<file path="src/rtl/logic_gate_pkg.sv">
// Shared op encoding for the logic gate pipeline.
package logic_gate_pkg;

    typedef enum logic [2:0] {
        OP_AND  = 3'b000,
        OP_OR   = 3'b001,
        OP_XOR  = 3'b010,
        OP_NAND = 3'b011,
        OP_NOR  = 3'b100,
        OP_XNOR = 3'b101,
        OP_MUX  = 3'b110,
        OP_ACC  = 3'b111
    } op_t;

endpackage

</file>
<file path="src/rtl/gate_func.sv">
// Combinational op decode and bitwise result compute.
// Latency: none (pure combinational). Backpressure: n/a.
// ACC: X is the updated accumulator (acc ^ a), which is also presented on acc_next.
module gate_func
    import logic_gate_pkg::*;
#(
    parameter int WIDTH = 4
) (
    input  logic [WIDTH-1:0] a,
    input  logic [WIDTH-1:0] b,
    input  logic [WIDTH-1:0] c,
    input  op_t              op,
    input  logic [WIDTH-1:0] acc,
    output logic [WIDTH-1:0] x,
    output logic [WIDTH-1:0] y,
    output logic [WIDTH-1:0] z,
    output logic [WIDTH-1:0] acc_next
);

    always_comb begin
        x        = '0;
        y        = '0;
        z        = '0;
        acc_next = acc;
        case (op)
            OP_AND:  begin x = a & b;    y = b & c;    z = a & c;    end
            OP_OR:   begin x = a | b;    y = b | c;    z = a | c;    end
            OP_XOR:  begin x = a ^ b;    y = b ^ c;    z = a ^ c;    end
            OP_NAND: begin x = ~(a & b); y = ~(b & c); z = ~(a & c); end
            OP_NOR:  begin x = ~(a | b); y = ~(b | c); z = ~(a | c); end
            OP_XNOR: begin x = ~(a ^ b); y = ~(b ^ c); z = ~(a ^ c); end
            OP_MUX:  begin x = (c & a) | (~c & b); y = ~a; z = ~b; end
            OP_ACC:  begin
                acc_next = acc ^ a;
                x        = acc ^ a;
                y        = b;
                z        = c;
            end
            default: begin x = '0; y = '0; z = '0; end
        endcase
    end

endmodule

</file>
<file path="src/rtl/logic_gate_pipe.sv">
// Two-stage valid/ready bitwise logic pipeline (S1 operands, S2 results) with saturating accept counter.
// Latency: 2 cycles accept-to-out_valid; one transaction per cycle when out_ready stays high.
// Backpressure: out_ready=0 holds S2; in_ready drops once S1 and S2 are both full.
module logic_gate_pipe
    import logic_gate_pkg::*;
#(
    parameter int WIDTH = 4,
    parameter int CNT_W = 8
) (
    input  logic             clk,
    input  logic             rst_n,
    input  logic [WIDTH-1:0] A,
    input  logic [WIDTH-1:0] B,
    input  logic [WIDTH-1:0] C,
    input  logic [2:0]       op,
    input  logic             in_valid,
    output logic             in_ready,
    output logic [WIDTH-1:0] X,
    output logic [WIDTH-1:0] Y,
    output logic [WIDTH-1:0] Z,
    output logic             out_valid,
    input  logic             out_ready,
    output logic [CNT_W-1:0] cnt
);

    logic             s1_vld;
    logic [WIDTH-1:0] s1_a, s1_b, s1_c;
    op_t              s1_op;
    logic [WIDTH-1:0] acc;
    logic [WIDTH-1:0] f_x, f_y, f_z, f_acc_next;
    logic             adv;
    logic             accept;

    assign adv      = s1_vld && (!out_valid || out_ready);
    assign in_ready = !s1_vld || adv;
    assign accept   = in_valid && in_ready;

    gate_func #(.WIDTH(WIDTH)) u_gate_func (
        .a        (s1_a),
        .b        (s1_b),
        .c        (s1_c),
        .op       (s1_op),
        .acc      (acc),
        .x        (f_x),
        .y        (f_y),
        .z        (f_z),
        .acc_next (f_acc_next)
    );

    always_ff @(posedge clk or negedge rst_n) begin
        if (!rst_n) begin
            s1_vld <= 1'b0;
            s1_a   <= '0;
            s1_b   <= '0;
            s1_c   <= '0;
            s1_op  <= OP_AND;
        end else if (accept) begin
            s1_vld <= 1'b1;
            s1_a   <= A;
            s1_b   <= B;
            s1_c   <= C;
            s1_op  <= op_t'(op);
        end else if (adv) begin
            s1_vld <= 1'b0;
        end
    end

    // acc advances as each ACC op leaves S1; strict ordering makes this
    // identical to updating at accept, and reset still drops in-flight work.
    always_ff @(posedge clk or negedge rst_n) begin
        if (!rst_n) begin
            out_valid <= 1'b0;
            X         <= '0;
            Y         <= '0;
            Z         <= '0;
            acc       <= '0;
        end else if (adv) begin
            out_valid <= 1'b1;
            X         <= f_x;
            Y         <= f_y;
            Z         <= f_z;
            acc       <= f_acc_next;
        end else if (out_ready) begin
            out_valid <= 1'b0;
        end
    end

    always_ff @(posedge clk or negedge rst_n) begin
        if (!rst_n) begin
            cnt <= '0;
        end else if (accept && (cnt != {CNT_W{1'b1}})) begin
            cnt <= cnt + CNT_W'(1);
        end
    end

endmodule

</file>
<file path="config.mk">
export PLATFORM = sky130hd
export DESIGN_NAME = logic_gate_pipe
export DESIGN_NICKNAME = d
export VERILOG_FILES = /design/src/rtl/logic_gate_pkg.sv /design/src/rtl/gate_func.sv /design/src/rtl/logic_gate_pipe.sv
export SDC_FILE = /design/constraint.sdc
export NUM_CORES = 1
export LEC_CHECK = 0
export BUFFER_PORTS_ARGS = -buffer_cell sky130_fd_sc_hd__clkbuf_2
export CORE_MARGIN = 2
export CORE_UTILIZATION = 25
export CTS_CLUSTER_DIAMETER = 50
export DETAILED_ROUTE_END_ITERATION = 7
export GPL_ROUTABILITY_DRIVEN = 1
export PLACE_DENSITY_LB_ADDON = 0.3
export SYNTH_ARGS = -nofsm -noshare
export SYNTH_HDL_FRONTEND = slang
export SYNTH_SLANG_ARGS = --single-unit
</file>
<file path="constraint.sdc">
create_clock -name clk -period 4.95 [get_ports clk]
set_input_delay 0.2475 -clock clk [delete_from_list [all_inputs] [get_ports clk]]
set_output_delay 0.2475 -clock clk [all_outputs]
set_load 0.005 [all_outputs]
</file>
* Word level (Yosys, flattened, before mapping)
Cells that the tools add are included.
Word-level totals: register bits 41, input bits 19, output and inout bits 22, word-level logic and storage cells 62
Operators by class: $add $sub $neg 1, eq/ne operators 8, multiplexer cells 7, bitwise operators 24, reductions and logical operators 11
Operators with widths (count):
- case mux 4 bit (8 select lines) | 3
- inverter 4 bit | 12
- AND 4 bit | 4
- OR 4 bit | 4
- bitwise XOR 4 bit | 4
- equality test 3 bit (second input constant) | 4
- adder 8 x 1 -> 8 bit (second input constant) | 1
- != test 8 bit (second input constant) | 1
- equality test 3 x 2 -> 1 bit (second input constant) | 2
- 2-to-1 mux 1 bit | 4
- nonzero test 2 bit | 2
- equality test 3 x 1 -> 1 bit (second input constant) | 1
- logical AND 1 bit | 3
- logical NOT 3 bit | 1
- logical NOT 1 bit | 2
- logical OR 1 bit | 2
- AND reduction 2 bit | 1

* Depth between registers and ports, before layout
Gate-level depths: netlist (run 1).
depth in word-level cells 6, depth in mapped cells 6, depth with buffers taken out 6

* By module
A second synthesis (run 1) with hierarchy kept.
Second synthesis, totals: cell total of the unflattened synthesis 346, area total of the unflattened synthesis 3080.5 µm²
Modules (own cells, without submodules):
- logic_gate_pipe | instances 1, cells each 140, area each 1662.8 µm², seq. area each 1026.0 µm²
- gate_func | instances 1, cells each 206, area each 1417.6 µm², seq. area each 0.0 µm²

* Worst setup path after synthesis (run 1)
OpenSTA, ideal clock, no wires.
kind flip-flop to flip-flop, start point reg s1_a[0], end point reg Z[0], library setup time 0.075 ns, data arrival time 1.628 ns, required time 4.875 ns, path slack 3.247 ns, stages on the path, launching flop included 6, buffers on the path 0, period minus slack after synthesis 1.703 ns, cells stage by stage dfrtp_1 > inv_1 > ha_1 > mux2_4 > mux4_2 > o21ai_2
On the way: word-level cells in the longest chain between the ends 3, elaborated cells on any way between the ends 7, those cells by class 1 x mux; 6 x bitwise
Ends and longest elaborated chain:
- start, declared | line logic_gate_pipe.sv:27 | logic [WIDTH-1:0] s1_a, s1_b, s1_c;
- start signal, assigned | line logic_gate_pipe.sv:53 | s1_a <= '0;
- start signal, assigned | line logic_gate_pipe.sv:59 | s1_a <= A;
- bitwise XOR 4 bit, or another cell as far along | line gate_func.sv:28, gate_func.sv:31
- inverter 4 bit, on equally long branches | line gate_func.sv:31, gate_func.sv:29, gate_func.sv:30
- case mux 4 bit (8 select lines) (*) | line gate_func.sv:25 | case (op)
- end signal, assigned | line logic_gate_pipe.sv:81 | Z <= f_z;
- end, declared | line logic_gate_pipe.sv:20 | output logic [WIDTH-1:0] Z,
Every way passes the cells marked *; elsewhere a longest branch is shown, timed or not. A chain may end at the register's enable or synchronous reset.

* Worst setup path in the final report (run 1)
start point reg s1_op[0], end point reg Y[1]
On the way: word-level cells in the longest chain between the ends 2, elaborated cells on any way between the ends 9, those cells by class 7 x eq/ne; 1 x mux; 1 x reduce/logical
Ends and longest elaborated chain:
- start, declared | line logic_gate_pipe.sv:28 | op_t s1_op;
- start signal, assigned | line logic_gate_pipe.sv:62 | s1_op <= op_t'(op);
- equality test 3 bit, or another cell as far along | line gate_func.sv:25
- case mux 4 bit (8 select lines) (*) | line gate_func.sv:25
- end signal, assigned | line logic_gate_pipe.sv:80 | Y <= f_y;
- end, declared | line logic_gate_pipe.sv:19 | output logic [WIDTH-1:0] Y,
Marked as above.

==> reports/summary.txt, run 1 <==
Die Ht - 109 microns
post-DR vias/cell - 4.74
clk_lat worst skew - 300 ps
Final Cycle Share - 0.389
Worst Path Arrival - 2160 ps
DRC viols - 0
syn_nets - 321
Routed WL - 6.50 mm
cell count after synthesis - 277
CTS Root Cell - clkbuf_8
H-Tree Depth - 2
DR iter-0 viols - 154
GR Util met2 - 0.186
largest cells by area after synthesis - dfrtp_1, ha_1, mux4_2, mux2i_1, nand2_1
Leak - 1.48 nW
vias in the first global route - 2170
fin. max-slew vios - 0
Core Rows - 38
met1 Use GR - 0.167
HPWL Detailed - 4.61 mm
core area - 10800 sq um
TritonCTS buffer count - 5
data required time at the worst endpoint - 5190 ps
Fin. Hold Viols - 0
RSZ-0062 raised after global routing - false
Pre-antenna DRT Iters - 4
hold crit path type - in2async
Main synth FF type - dfrtp_1
largest net degree at the start of global routing - 42
P per Cell Area - 402 nW/um^2
DRT antenna net count - 0
top cells by count, synth - dfrtp_1, nand2_1, ha_1
startpoint types - register
Synth Register Bits - 41
synth unique cells - 44
EDFF count, synth - 0
CTS Hold Bufs - 0
area leader, netlist - dfrtp_1
postcts setup bufs - 0
Worst-Margin Slew - 1080 ps
Async SR Flop Fraction - 1.00
count leader, synth - dfrtp_1
layout cell share with drive strength beyond 1 - 0.215
VDD IR-drop max - 0.000218 V
Setup crit end kind - register
# diodes - 0
fin crit period - 1920 ps
CTS tree - yes
gpl congestion - 0.791
CP Max Fanout - 31
Setup TNS - 0 ps
routed vias - 2138
drt wl/cell - 14.4 microns
die area - 11900 sq um
worst rel slew slack - 0.283
Max Cap Viol - 0
clk buf depth - 2
Netlist Area Pre-Place - 2770 sq um
r2r endpoint - Y[1]
GR peak layer - met2
yosys synthesis warning count - 0
Sink Count - 41
top-area cell type share of the netlist area - 0.370
initial antenna violation count - 0
R2R cell count - 3
outcome - finished, final reports clean
FF-to-FF Start - s1_op[0]
chip width - 109 microns
Starting Density - 0.256
Clk pin slew, worst setup/hold paths - 90 ps
flop2flop setup slack - 3030 ps
syn avg cell area - 10.0 sq um
Total Routing Usage GR - 0.119
GR Overflow Total - 0
Setup Crit Path Kind - reg2reg
Layout Nets - 354
Ports - 41
post-CTS sizing - 0
post-synthesis sequential area ratio - 0.370
fmax - 0.520 GHz
met3 usage - 0.0255
P&R area growth vs syn - 15.6%
IO Port Bufs - 40
Setup violations, final - 0
Layout Skew - 11.2 ps
first-pass GRT wire length - 11.0 mm
Design Power - 0.00129 W
==> worst max-delay path, stage by stage (launching register included) <==
cell and delay, ps:
dfrtp_1 1000, mux4_2 590, nor3_1 150, a211o_1 130
==> how the worst max path moves through the flow <==
| stage | from | end | slack, ps | cells past startpoint |
|---|---|---|---|---|
| global placement | s1_op[0] | Y[1] | 3060 | 3 |
| CTS | s1_op[0] | Y[1] | 3010 | 3 |
| detailed placement | s1_op[0] | Y[1] | 3060 | 3 |
| finish | s1_op[0] | Y[1] | 3030 | 3 |
| floorplan | s1_a[0] | Z[0] | 3250 | 5 |
| global route | s1_op[0] | X[3] | 2790 | 4 |
==> cells by family (layout without fill, tap and decap cells) <==
kind of cell             count (synthesis)  count (layout)  synth area share
AO/OA/AOI/OAI                           65              65             0.155
XOR/XNOR                                11              11            0.0347
adder cells (fa/ha/maj)                 25              25             0.113
buffers and inverters                   37              71            0.0564
flip-flops                              41              41             0.370
multiplexers                            32              32             0.157
AND/OR/NAND/NOR                         66              66             0.114
==> state kept, by name (all words and copies together) (netlist names) <==
signal,count
s1_op,3
s1_vld,1
Y,4
s1_a,4
s1_b,4
acc,4
X,4
out_valid,1
cnt,8
s1_c,4
Z,4
==> per-layer routing <==
metal,vias to the layer above,share of wire
met5,-,0
met2,48,0.46
met4,0,0.0082
met3,4,0.052
li1,1068,-
met1,1018,0.48
==> power by group <==
| part | internal [W] | switching, W | total [W] |
|---|---|---|---|
| clock | 0.000164 | 0.000130 | 0.000294 |
| combinational | 0.000237 | 0.000220 | 0.000457 |
| sequential | 0.000428 | 0.000109 | 0.000537 |
==> stage by stage <==
stage | util | std cells | setup slack [ps] | instance area, sq um | hold slack (ps)
after floorplan | - | 277 | 3250 | 2770 | -48.1
after global routing | 0.296 | 451 | 2790 | 3210 | 143
after global placement | 0.285 | 443 | 3060 | 3090 | 463
after detailed placement | 0.285 | 443 | 3060 | 3090 | 460
final | 0.296 | 451 | 3030 | 3210 | 126
after CTS | 0.296 | 451 | 3010 | 3210 | 145
==> final cells by class <==
type                            count  area (sq um)
Fill cell                        1163          7630
Sequential cell                    41          1030
Clock inverter                      2          37.5
Clock buffer                        6          82.6
Multi-Input combinational cell    199          1590
Tap cell                          140           175
Inverter                           21          78.8
Timing Repair Buffer               42           215
==> cell usage in the layout, fill, tap and decap left out, types with 4 or more instances in the layout <==
master    count
nand2b_1      8
xnor2_1       6
nand2_1      30
nand3_1       8
o22ai_1       8
clkbuf_2     40
nor2_1        4
ha_1         25
a21oi_1       5
mux4_2        8
mux2_1        4
mux2i_1      15
xor2_1        5
mux2_2        4
dfrtp_1      41
o221ai_1      4
inv_1        19
clkbuf_8      6
o21ai_1      20
Note: power is estimated with default switching activity, not from simulation.
==> inputs of run 2 (changes only) <==
==> constraint.sdc (replaced) <==
create_clock -name clk -period 1.9 [get_ports clk]
set_input_delay 0.095 -clock clk [delete_from_list [all_inputs] [get_ports clk]]
set_output_delay 0.095 -clock clk [all_outputs]
set_load 0.005 [all_outputs]
==> run 2 against run 1 <==
Net effect: core utilization up 1.1 points; register-to-register slack got worse by 2900 ps; clock power up 96%; critical endpoint is now Y[3]; highest routed layer unchanged.
==> reports/summary.txt, run 2 (synthesized netlist as in run 1, its figures left out) <==
outcome - finished, final reports clean
GR Overflow Total - 0
Setup violations, final - 0
routed vias - 2207
Setup Crit Path Kind - reg2reg
Setup TNS - 0 ps
core area - 10800 sq um
Met1 Routed Length - 3.10 mm
vias in the first global route - 2257
Worst path slowest cell - dfrtp_1
fin cells - 470
RSZ-0062 raised after global routing - false
TritonCTS buffer count - 5
clk buf depth - 2
VDD IR-drop max - 0.000561 V
data required time at the worst endpoint - 2120 ps
Setup crit end kind - register
DRT antenna net count - 0
layout cell share with drive strength beyond 1 - 0.248
fin crit period - 1750 ps
placed cells - 458
post-CTS sizing - 0
met2 wire len - 3.08 mm
P&R area growth vs syn - 19.9%
Layout Skew - 5.87 ps
Starting Density - 0.256
Ports - 41
CTS Root Cell - clkbuf_8
HPWL Detailed - 4.97 mm
Pre-antenna DRT Iters - 4
die area - 11900 sq um
clk_lat worst skew - 300 ps
Fin. Hold Viols - 0
# diodes - 0
CTS tree - yes
initial antenna violation count - 0
CP Max Fanout - 6
Die Ht - 109 microns
largest net degree at the start of global routing - 25
Core Rows - 38
largest stage delay on the critical path - 470 ps
Clk pin slew, worst setup/hold paths - 80 ps
top layer reached by signal wires - met4
fin. max-slew vios - 0
hold crit path type - in2reg
most frequent cells in the layout - dfrtp_1, clkbuf_2, nand2_1
startpoint types - register
Sink Count - 41
Routed WL - 6.58 mm
post-DR vias/cell - 4.70
IO Port Bufs - 40
register bank with the most flops - cnt
Final Cycle Share - 0.923
Worst-Margin Slew - 654 ps
DRC viols - 0
worst rel slew slack - 0.564
H-Tree Depth - 2
met3 WL - 341 microns
P per Cell Area - 967 nW/um^2
setup slack after layout - 146 ps
Layout Nets - 373
first-pass GRT wire length - 11.1 mm
dpl ws - 176 ps
Largest register FFs - 8
most common cell after layout, fill and taps aside - dfrtp_1
fmax - 0.570 GHz
Leak - 1.55 nW
drt wl/cell - 14.0 microns
gpl congestion - 0.788
fillers - 1144
DR iter-0 viols - 97
Design Power - 0.00322 W
worst hold slack - 6.07 ps
Worst Path Arrival - 1970 ps
chip width - 109 microns
Max Cap Viol - 0
critical-path cell list - inv_1, ha_1, mux2_1, mux4_2, o21ai_1
Total Routing Usage GR - 0.119
[run 2: report_power, final]
part	internal (W)	switching, W	leakage (nW)
clock network	0.000254	0.000322	0.0439
registers	0.00112	0.000239	0.496
logic	0.000664	0.000618	1.01
[run 2: layer usage]
layer,vias to the layer above,GRT usage
li1,1105,-
met1,1056,0.158
met2,41,0.196
met3,5,0.0261
met4,0,0.0298
met5,-,0
[run 2: stage by stage]
step            util  instance area, sq um
2_1_floorplan      -                  2770
3_3_place_gp   0.295                  3200
3_5_place_dp   0.295                  3200
4_1_cts        0.307                  3320
5_1_grt        0.307                  3320
6_report       0.307                  3320
[run 2: worst max-delay path: cells and delay by family, from the launching register on]
kind            cells  cell delay [ps]
compound gates      1              120
fa+ha+maj           1              230
buf+inv             1              120
mux                 2              740
flops               1              470
[run 2: final cells by class]
| cell class | instances | area [sq um] | share of cell area |
|---|---|---|---|
| flip-flops and latches | 41 | 1030 | 0.309 |
| clock inverters | 3 | 17.5 | 0.00527 |
| inverters | 21 | 78.8 | 0.0237 |
| clock buffers | 5 | 68.8 | 0.0207 |
| multi-input cells | 199 | 1590 | 0.478 |
| repair buffers | 61 | 368 | 0.111 |
| well taps | 140 | 175 | 0.0527 |
[run 2: final timing paths]
kind / startpoint / endpoint / slack (ps) / cells past startpoint
worst max-delay path: s1_b[3] / Y[3] / 150 / 5
worst min-delay path: A[0] / s1_a[0] / 6 / 3
worst max register to register: s1_b[3] / Y[3] / 150 / 5
worst min register to register: Z[0] / Z[0] / 490 / 2
max in group asynchronous: rst_n / s1_op[1] / 940 / 3
min in group asynchronous: rst_n / cnt[3] / 350 / 2
[run 2: timing repair]
item / CTS / global route
buffers inserted: 0 / 0
hold buffers: 4 / 0
endpoints found under the hold margin: 25 / 0
